**src/rtl/operand_fetch_pkg.sv**
```systemverilog
// Shared widths and the instruction fields that travel alongside the operands
// from operand fetch into execute.
package operand_fetch_pkg;
  localparam int XLEN      = 32;
  localparam int REG_IDX_W = 5;
  localparam int NUM_REGS  = 32;
  localparam int CNT_W     = 2;

  typedef struct packed {
    logic [31:0]          pc;
    logic [31:0]          imm;
    logic [REG_IDX_W-1:0] rd;
    logic                 rd_we;
  } inst_fields_t;

  localparam inst_fields_t INST_FIELDS_RESET = '0;
endpackage

```
**src/rtl/operand_fetch_scoreboard.sv**
```systemverilog
// Per-register count of writers that have left operand fetch but have not yet
// written back. x0 is never tracked.
module reg_scoreboard #(
  parameter int CNT_W = operand_fetch_pkg::CNT_W
) (
  input  logic                                    clk,
  input  logic                                    rst,
  input  logic                                    clear,
  input  logic                                    inc,
  input  logic [operand_fetch_pkg::REG_IDX_W-1:0] inc_idx,
  input  logic                                    dec,
  input  logic [operand_fetch_pkg::REG_IDX_W-1:0] dec_idx,
  input  logic [operand_fetch_pkg::REG_IDX_W-1:0] rs1_idx,
  input  logic [operand_fetch_pkg::REG_IDX_W-1:0] rs2_idx,
  input  logic [operand_fetch_pkg::REG_IDX_W-1:0] rd_idx,
  output logic [CNT_W-1:0]                        rs1_cnt,
  output logic [CNT_W-1:0]                        rs2_cnt,
  output logic [CNT_W-1:0]                        rd_cnt
);
  import operand_fetch_pkg::*;

  localparam logic [CNT_W-1:0] CNT_MAX = '1;

  logic [CNT_W-1:0]    cnt [NUM_REGS];
  logic [NUM_REGS-1:0] inc_hit;
  logic [NUM_REGS-1:0] dec_hit;

  assign rs1_cnt = cnt[rs1_idx];
  assign rs2_cnt = cnt[rs2_idx];
  assign rd_cnt  = cnt[rd_idx];

  always_comb begin
    inc_hit = '0;
    dec_hit = '0;
    if (inc) inc_hit[inc_idx] = 1'b1;
    if (dec) dec_hit[dec_idx] = 1'b1;
    inc_hit[0] = 1'b0;
    dec_hit[0] = 1'b0;
  end

  // A simultaneous increment and decrement of one register cancels out.
  always_ff @(posedge clk) begin
    if (rst || clear) begin
      for (int i = 0; i < NUM_REGS; i++) cnt[i] <= '0;
    end else begin
      for (int i = 1; i < NUM_REGS; i++) begin
        if (inc_hit[i] && !dec_hit[i] && cnt[i] != CNT_MAX)
          cnt[i] <= cnt[i] + 1'b1;
        else if (dec_hit[i] && !inc_hit[i] && cnt[i] != '0)
          cnt[i] <= cnt[i] - 1'b1;
      end
    end
  end

  always_ff @(posedge clk) begin
    if (!rst && !clear && dec && dec_idx != '0 && !(inc && inc_idx == dec_idx))
      assert (cnt[dec_idx] != '0)
        else $error("reg_scoreboard: writeback to x%0d with no pending writer", dec_idx);
  end
endmodule

```
**src/rtl/operand_fetch.sv**
```systemverilog
// Register-read stage: RAW hazard check against the pending-writer scoreboard,
// writeback bypass onto the operands, and a one-entry output register to execute.
module operand_fetch #(
  parameter int XLEN  = operand_fetch_pkg::XLEN,
  parameter int CNT_W = operand_fetch_pkg::CNT_W
) (
  input  logic            clk,
  input  logic            rst,
  input  logic            in_valid,
  output logic            in_ready,
  input  logic [4:0]      in_rs1,
  input  logic [4:0]      in_rs2,
  input  logic            in_rs1_use,
  input  logic            in_rs2_use,
  input  logic [4:0]      in_rd,
  input  logic            in_rd_we,
  input  logic [31:0]     in_pc,
  input  logic [31:0]     in_imm,
  output logic [4:0]      raddr0,
  output logic [4:0]      raddr1,
  input  logic [XLEN-1:0] rdata0,
  input  logic [XLEN-1:0] rdata1,
  input  logic            wb_we,
  input  logic [4:0]      wb_waddr,
  input  logic [XLEN-1:0] wb_wdata,
  input  logic            flush,
  output logic            out_valid,
  input  logic            out_ready,
  output logic [XLEN-1:0] out_rs1_val,
  output logic [XLEN-1:0] out_rs2_val,
  output logic [4:0]      out_rd,
  output logic            out_rd_we,
  output logic [31:0]     out_pc,
  output logic [31:0]     out_imm
);
  import operand_fetch_pkg::*;

  localparam logic [CNT_W-1:0] CNT_ONE = 1;
  localparam logic [CNT_W-1:0] CNT_MAX = '1;

  logic [CNT_W-1:0] rs1_cnt, rs2_cnt, rd_cnt;
  logic             rs1_live, rs2_live;
  logic             rs1_wb_hit, rs2_wb_hit;
  logic             rs1_haz, rs2_haz;
  logic             rd_dec, struct_stall;
  logic             accept, handoff;
  logic             sb_inc, sb_dec;
  logic [XLEN-1:0]  rs1_val, rs2_val;
  inst_fields_t     fields_q;

  assign raddr0 = in_rs1;
  assign raddr1 = in_rs2;

  assign rs1_live   = in_rs1_use && (in_rs1 != '0);
  assign rs2_live   = in_rs2_use && (in_rs2 != '0);
  assign rs1_wb_hit = wb_we && (wb_waddr == in_rs1) && (in_rs1 != '0);
  assign rs2_wb_hit = wb_we && (wb_waddr == in_rs2) && (in_rs2 != '0);

  // One pending writer is fine only if it is writing back right now.
  assign rs1_haz = rs1_live && ((out_valid && out_rd_we && out_rd == in_rs1) ||
                                (rs1_cnt > CNT_ONE) ||
                                (rs1_cnt == CNT_ONE && !rs1_wb_hit));
  assign rs2_haz = rs2_live && ((out_valid && out_rd_we && out_rd == in_rs2) ||
                                (rs2_cnt > CNT_ONE) ||
                                (rs2_cnt == CNT_ONE && !rs2_wb_hit));

  assign rd_dec       = wb_we && (wb_waddr == in_rd);
  assign struct_stall = in_rd_we && (in_rd != '0) && (rd_cnt == CNT_MAX) && !rd_dec;

  assign in_ready = !flush && (!out_valid || out_ready) && !rs1_haz && !rs2_haz && !struct_stall;
  assign accept   = in_valid && in_ready;
  assign handoff  = out_valid && out_ready && !flush;

  assign rs1_val = !rs1_live ? '0 : rs1_wb_hit ? wb_wdata : rdata0;
  assign rs2_val = !rs2_live ? '0 : rs2_wb_hit ? wb_wdata : rdata1;

  assign sb_inc = handoff && out_rd_we && (out_rd != '0);
  assign sb_dec = wb_we && (wb_waddr != '0) && !flush;

  reg_scoreboard #(.CNT_W(CNT_W)) u_scoreboard (
    .clk     (clk),
    .rst     (rst),
    .clear   (flush),
    .inc     (sb_inc),
    .inc_idx (out_rd),
    .dec     (sb_dec),
    .dec_idx (wb_waddr),
    .rs1_idx (in_rs1),
    .rs2_idx (in_rs2),
    .rd_idx  (in_rd),
    .rs1_cnt (rs1_cnt),
    .rs2_cnt (rs2_cnt),
    .rd_cnt  (rd_cnt)
  );

  always_ff @(posedge clk) begin
    if (rst) begin
      out_valid   <= 1'b0;
      out_rs1_val <= '0;
      out_rs2_val <= '0;
      fields_q    <= INST_FIELDS_RESET;
    end else if (flush) begin
      out_valid <= 1'b0;
    end else if (accept) begin
      out_valid   <= 1'b1;
      out_rs1_val <= rs1_val;
      out_rs2_val <= rs2_val;
      fields_q    <= '{pc: in_pc, imm: in_imm, rd: in_rd, rd_we: in_rd_we};
    end else if (out_ready) begin
      out_valid <= 1'b0;
    end
  end

  assign out_pc    = fields_q.pc;
  assign out_imm   = fields_q.imm;
  assign out_rd    = fields_q.rd;
  assign out_rd_we = fields_q.rd_we;
endmodule

```
**config.mk**
```make
export PLATFORM = sky130hd
export DESIGN_NAME = operand_fetch
export DESIGN_NICKNAME = d
export VERILOG_FILES = /design/src/rtl/operand_fetch_pkg.sv /design/src/rtl/operand_fetch_scoreboard.sv /design/src/rtl/operand_fetch.sv
export SDC_FILE = /design/constraint.sdc
export NUM_CORES = 1
export LEC_CHECK = 0
export ABC_AREA = 0
export CORE_UTILIZATION = 50
export CTS_BUF_LIST = sky130_fd_sc_hd__clkbuf_8
export DETAILED_ROUTE_END_ITERATION = 8
export GPL_TIMING_DRIVEN = 0
export PLACE_DENSITY = 0.82
export SKIP_CTS_REPAIR_TIMING = 1
export SKIP_LAST_GASP = 1
export SYNTH_ARGS = -nofsm -noshare
export SYNTH_HDL_FRONTEND = slang
export SYNTH_SLANG_ARGS = --single-unit
```
**constraint.sdc**
```tcl
create_clock -name clk -period 3.9 [get_ports clk]
set_clock_uncertainty 0.2 [all_clocks]
set_input_delay 0.39 -clock clk [delete_from_list [all_inputs] [get_ports clk]]
set_output_delay 0.39 -clock clk [all_outputs]
set_load 0.03 [all_outputs]
```
After elaboration in Yosys (flattened, before gate mapping)
Memories as Yosys holds them, arrays and structs flattened.
Cells that the tools add are included.
{ "word_totals": {"ff_bits": 135, "mem_bits_rw": 64, "inputBits": 189, "output_inout_bits": 146, "wordCells": 740, "mem_count": 1} }
{ "classes": {"addsub": 62, "order_cmp": 6, "n_eq_ne": 39, "n_mux": 293, "n_bitwise": 63, "n_reduce_logical": 269} }
{ "mem_list": {"columns": ["memory", "words", "word_bits", "read_ports", "rd_clocked_by_memory_dff", "write_ports", "line", "rtl"], "rows": [
  ["u_scoreboard.cnt", 32, 2, 34, 0, 32, "operand_fetch_scoreboard.sv:24", "logic [CNT_W-1:0] cnt [NUM_REGS];"]
]} }
{ "op_table": {"columns": ["cell", "count"], "rows": [
  ["1-bit 2-to-1 mux", 223],
  ["32-bit 2-to-1 mux", 6],
  ["1-bit logical AND", 154],
  ["2-bit 2-to-1 mux", 62],
  ["1-bit logical NOT", 70],
  ["2-bit nonzero test", 32],
  ["2-bit by 1-bit adder with 2-bit output, second input constant", 31],
  ["2-bit inequality test, second input constant", 31],
  ["1-bit OR", 62],
  ["2-bit by 1-bit subtractor with 2-bit output, second input constant", 31],
  ["5-bit == test", 5],
  ["5-bit nonzero test", 5],
  ["5-bit by 6-bit less-than comparator with 1-bit output, second input constant", 2],
  ["1-bit demux with 5-bit select", 2],
  ["5-bit by 1-bit >= comparator with 1-bit output, second input constant", 2],
  ["1-bit logical OR", 6],
  ["2-bit by 1-bit == test with 1-bit output, second input constant", 2],
  ["2-bit by 1-bit > comparator with 1-bit output, second input constant", 2],
  ["2-bit == test, second input constant", 1],
  ["2-bit AND reduction", 1],
  ["2-bit OR reduction", 1],
  ["1-bit inverter", 1]
]} }

Longest topological paths before layout
{ "logic_depth": {"depth_word": 13, "depth_mapped": 13, "mapped_depth_nobuf": 7} }

Modules after synthesis
Synthesis repeated with hierarchy kept, for this count alone.
{ "hier_totals": {"hier_cells": 1287, "hier_area_um2": 12956.2} }
{ "by_module_without_submodules": {"columns": ["mod", "n_inst", "cells_each", "area_each_um2", "seq_area_each_um2"], "rows": [
  ["operand_fetch", 1, 701, 7126.8, 2702.6],
  ["reg_scoreboard", 1, 586, 5829.3, 1861.8]
]} }

Least setup slack after synthesis
Ideal clock, no wire load.
{ "synth_timing": {"path_kind": "in2out", "start": "in in_rs1[1]", "end": "out in_ready", "t_arrival_ns": 2.677, "t_required_ns": 3.310, "slack_ns": 0.633, "path_stages": 9, "n_path_buf": 2, "cell_sequence": "buf_2 buf_2 mux2_1 a2111oi_0 nor4_1 a211oi_1 a31oi_1 or4_1 nor2_1"} }
{ "synth_between": {"elab_chain_cells": 11, "elab_cells_between_ends": 19, "classes_between": "order compare: 1; eq/ne: 3; reduce/logical: 14; memory: 1"} }
{ "synth_rtl": {"columns": ["item", "line", "rtl"], "rows": [
  ["start: declaration", "operand_fetch.sv:11", "input logic [4:0] in_rs1,"],
  ["branches (longest 6 deep; another with memory read 32 x 2 bit)", null, null],
  ["1-bit logical AND *", "operand_fetch.sv:60", "assign rs1_haz = rs1_live && ((out_valid && out_rd_we && out_rd == in_rs1) ||"],
  ["1-bit logical NOT *", "operand_fetch.sv:70", "assign in_ready = !flush && (!out_valid || out_ready) && !rs1_haz && !rs2_haz && !struct_stall;"],
  ["1-bit logical AND * (3 in a row)", "operand_fetch.sv:70", null],
  ["end: declaration", "operand_fetch.sv:10", "output logic in_ready,"]
]} }
Every way passes the cells marked *.

Worst setup path after layout
{ "layout_timing": {"start": "in in_rs1[3]", "end": "out in_ready"} }
Same word-level chain as after synthesis.

==> impl_metrics.csv <==
group,metric,value,unit
worst_hold_path,hold_path.startpoint,"in_rd[1]",
critical_path,cp-start-kind,"primary input",
routing,via_count,11800,
yosys,synth_ff_type,"dfxtp_1",
global_routing,grt_max_degree,22,
die,ios,335,
run,drv_cap,0,
clock_tree,cts_tree,"done",
global_routing,grt_first_pass_wirelength,67000,um
timing,fin_crit_sh,0.965,
timing,max_freq,266,MHz
timing,maxSlewHeadroom,0.408,
critical_path,r2r-start,"u_scoreboard.cnt[27][0]$_SDFFCE_PN0P_",
critical_path,crit_type,"in2out",
final_layout,fillers,1984,
clock_tree,clock_latency,0.49,ns
run_status,run_status,"finished clean",
critical_path,startpoint,"in_rs1[3]",
timing,slew_viol_final,0,
timing,fin_crit,3.77,ns
timing,rsz0062_at_grt,"no",
clock_tree,cts_root_buf,"clkbuf_8",
critical_path,end_kind,"output port",
yosys,synthDistinctLibCells,62,
die,core_area,24600,um2
timing,fin_hold_ws,0.227,ns
die,start_util,0.516,
final_layout,multi_input_area,7560,um2
place,dp_hpwl,35300,um
critical_path,crit_arrival,3.18,ns
yosys,synth_cells,1342,
global_routing,first_global_vias,11600,
clock_tree,htree_levels,4,
die,die_w,161,um
critical_path,cp.required,3.31,ns
die,dieArea,26000,um2
final_layout,syn_to_final_growth,32.0,%
timing,hold_viol_final,0,
die,die_h,161,um
place,gp_congestion,1.00,
place,pre_cts_ws,-0.681,ns
final_layout,utilization,0.681,
global_routing,grt_use_total,0.340,
routing,routed_wire_length_per_instance,22.1,um
place,port-buffer-count,320,
routing,viasPerCell,5.83,
yosys,synth.avg_cell_area,9.46,um2
die,rows,57,
routing,drtIter0Drc,1073,
power_and_ir_drop,worst_ir_drop_vdd,0.257,mV
global_routing,overflow,0,
final_layout,seqCellArea,4560,um2
yosys,synth_nets,1533,
routing,wl,44800,um
critical_path,cp_max_fo,5,
yosys,ys_ff_latch,197,
timing,worst_slack,0.135,ns
yosys,async_flop_share,0,
power_and_ir_drop,p_per_area,290,nW/um2
final_layout,nets,1872,
final_layout,drive_gt1_frac,0.0797,
global_routing,grt_antenna_before_repair,13,
power_and_ir_drop,p_leak,5.91,nW
clock_tree,numClockSinks,197,
yosys,ys_seq_area_frac,0.360,
clock_tree,clockBufferDepth,2,
clock_tree,cts_buffers,17,
routing,drcViolationCount,0,
power_and_ir_drop,totalPowerFinal,4.86,mW
clock_tree,clk_pin_slew_worst_paths,0.13,ns
timing,worstMarginPinSlew,0.888,ns
yosys,synth_edf_count,62,
routing,first_pass_iters,5,
worst_hold_path,hp-class,"in2reg",
routing,ant_nets,0,
yosys,synth_area,12700,um2
timing,setup_viol,0,
yosys,yosysWarnings,0,
==> flip-flops by register name, summed over array words and instances, names as in the netlist <==
name and flops:
out_pc 32, out_rd_we 1, out_valid 1, out_rd 5, out_imm 32, out_rs1_val 32
u_scoreboard.cnt 62, out_rs2_val 32
==> cells in the mapped netlist, drive strengths merged, types with 5 or more instances <==
master / n / area [um2]
xor2: 20 / 175
nand2: 102 / 383
nand3b: 12 / 90.1
buf: 45 / 319
o311ai: 5 / 51.3
xnor2: 30 / 263
inv: 5 / 18.8
nor3: 15 / 75.1
mux2i: 149 / 1490
dfxtp: 135 / 2700
mux2: 74 / 833
nor3b: 15 / 113
nor2b: 75 / 469
o2111ai: 13 / 114
o21ai: 15 / 75.1
and2: 8 / 50.1
a211oi: 6 / 50.1
a21oi: 21 / 105
nand4: 6 / 37.5
or2: 6 / 37.5
clkbuf: 62 / 233
o211ai: 13 / 97.6
a2111oi: 6 / 52.6
nor2: 167 / 629
nand3: 34 / 170
mux4: 35 / 788
edfxtp: 62 / 1860
nand2b: 148 / 926
==> power by group <==
part	leakage, nW	total [mW]	switching (mW)	internal (mW)
Combinational	3.92	1.13	0.580	0.552
Clock	0.209	1.41	0.908	0.502
Sequential	1.78	2.32	0.105	2.21
Total	5.91	4.86	1.59	3.27
==> final timing paths <==
check / slack (ns) / end / cells after the start
worst min register to register: 0.28 / out_imm[17]$_SDFFE_PP0P_ / 2
worst max register to register: 0.71 / out_rs2_val[16]$_SDFFE_PP0P_ / 9
worst min-delay path: 0.23 / out_rd[1]$_SDFFE_PP0P_ / 3
worst max-delay path: 0.13 / in_ready / 9
==> cells by family (layout without fill, tap and decap cells) <==
family                   after synthesis  in the layout  synth area share
AO/OA/AOI/OAI                        112            112            0.0644
XOR/XNOR                              50             50            0.0345
adder cells (fa/ha/maj)                2              2           0.00197
buffers and inverters                112            464            0.0450
flip-flops                           197            197             0.360
multiplexers                         258            258             0.245
other                                  0             12                 0
AND/OR/NAND/NOR                      611            611             0.249
==> layer usage <==
metal | wire (um) | GRT usage
met1 | 17000 | 0.402
met2 | 21800 | 0.577
met3 | 4060 | 0.0827
met4 | 1940 | 0.168
met5 | 13 | 0
==> critical path: stages <==
cell and delay, ns:
clkdlybuf4s50_1 0.67, mux4_2 0.57, a2bb2oi_1 0.15, o221a_2 0.25
a211oi_1 0.22, a31oi_1 0.16, or4_1 0.42, nor2_1 0.09
clkbuf_2 0.24
==> cells in the final DEF, fill, tap and decap left out, drive strengths merged, types with 8 or more instances in the layout <==
cell type | netlist | layout
o2111ai | 13 | 13
nor2 | 167 | 167
nor3 | 15 | 15
clkbuf | 62 | 83
mux4 | 35 | 35
inv | 5 | 14
xor2 | 20 | 20
mux2i | 149 | 149
edfxtp | 62 | 62
a21oi | 21 | 21
nor2b | 75 | 75
diode | 0 | 12
o211ai | 13 | 13
o21ai | 15 | 15
mux2 | 74 | 74
nand3b | 12 | 12
dfxtp | 135 | 135
buf | 45 | 42
xnor2 | 30 | 30
clkdlybuf4s50 | 0 | 318
nand2b | 148 | 148
nor3b | 15 | 15
nand2 | 102 | 102
nand3 | 34 | 34
and2 | 8 | 8
==> metrics by stage <==
step / TNS [ns] / area [um2] / instances
global route: 0 / 16800 / 2030
global placement: -20.57 / 16300 / 1986
floorplan: 0 / 12700 / 1342
CTS: -0.678 / 16700 / 2018
finish: 0 / 16800 / 2030
detailed placement: -20.24 / 16300 / 1986
==> final cells by class <==
class	count	share of cell area
repair buffers	320	0.191
clock buffers	17	0.0140
clock inverters	15	0.0108
well taps	324	0.0242
flip-flops and latches	197	0.272
diodes	12	0.00179
plain buffers	107	0.0338
inverters	5	0.00112
multi-input cells	1033	0.451
Note: power is estimated with default switching activity, not from simulation.
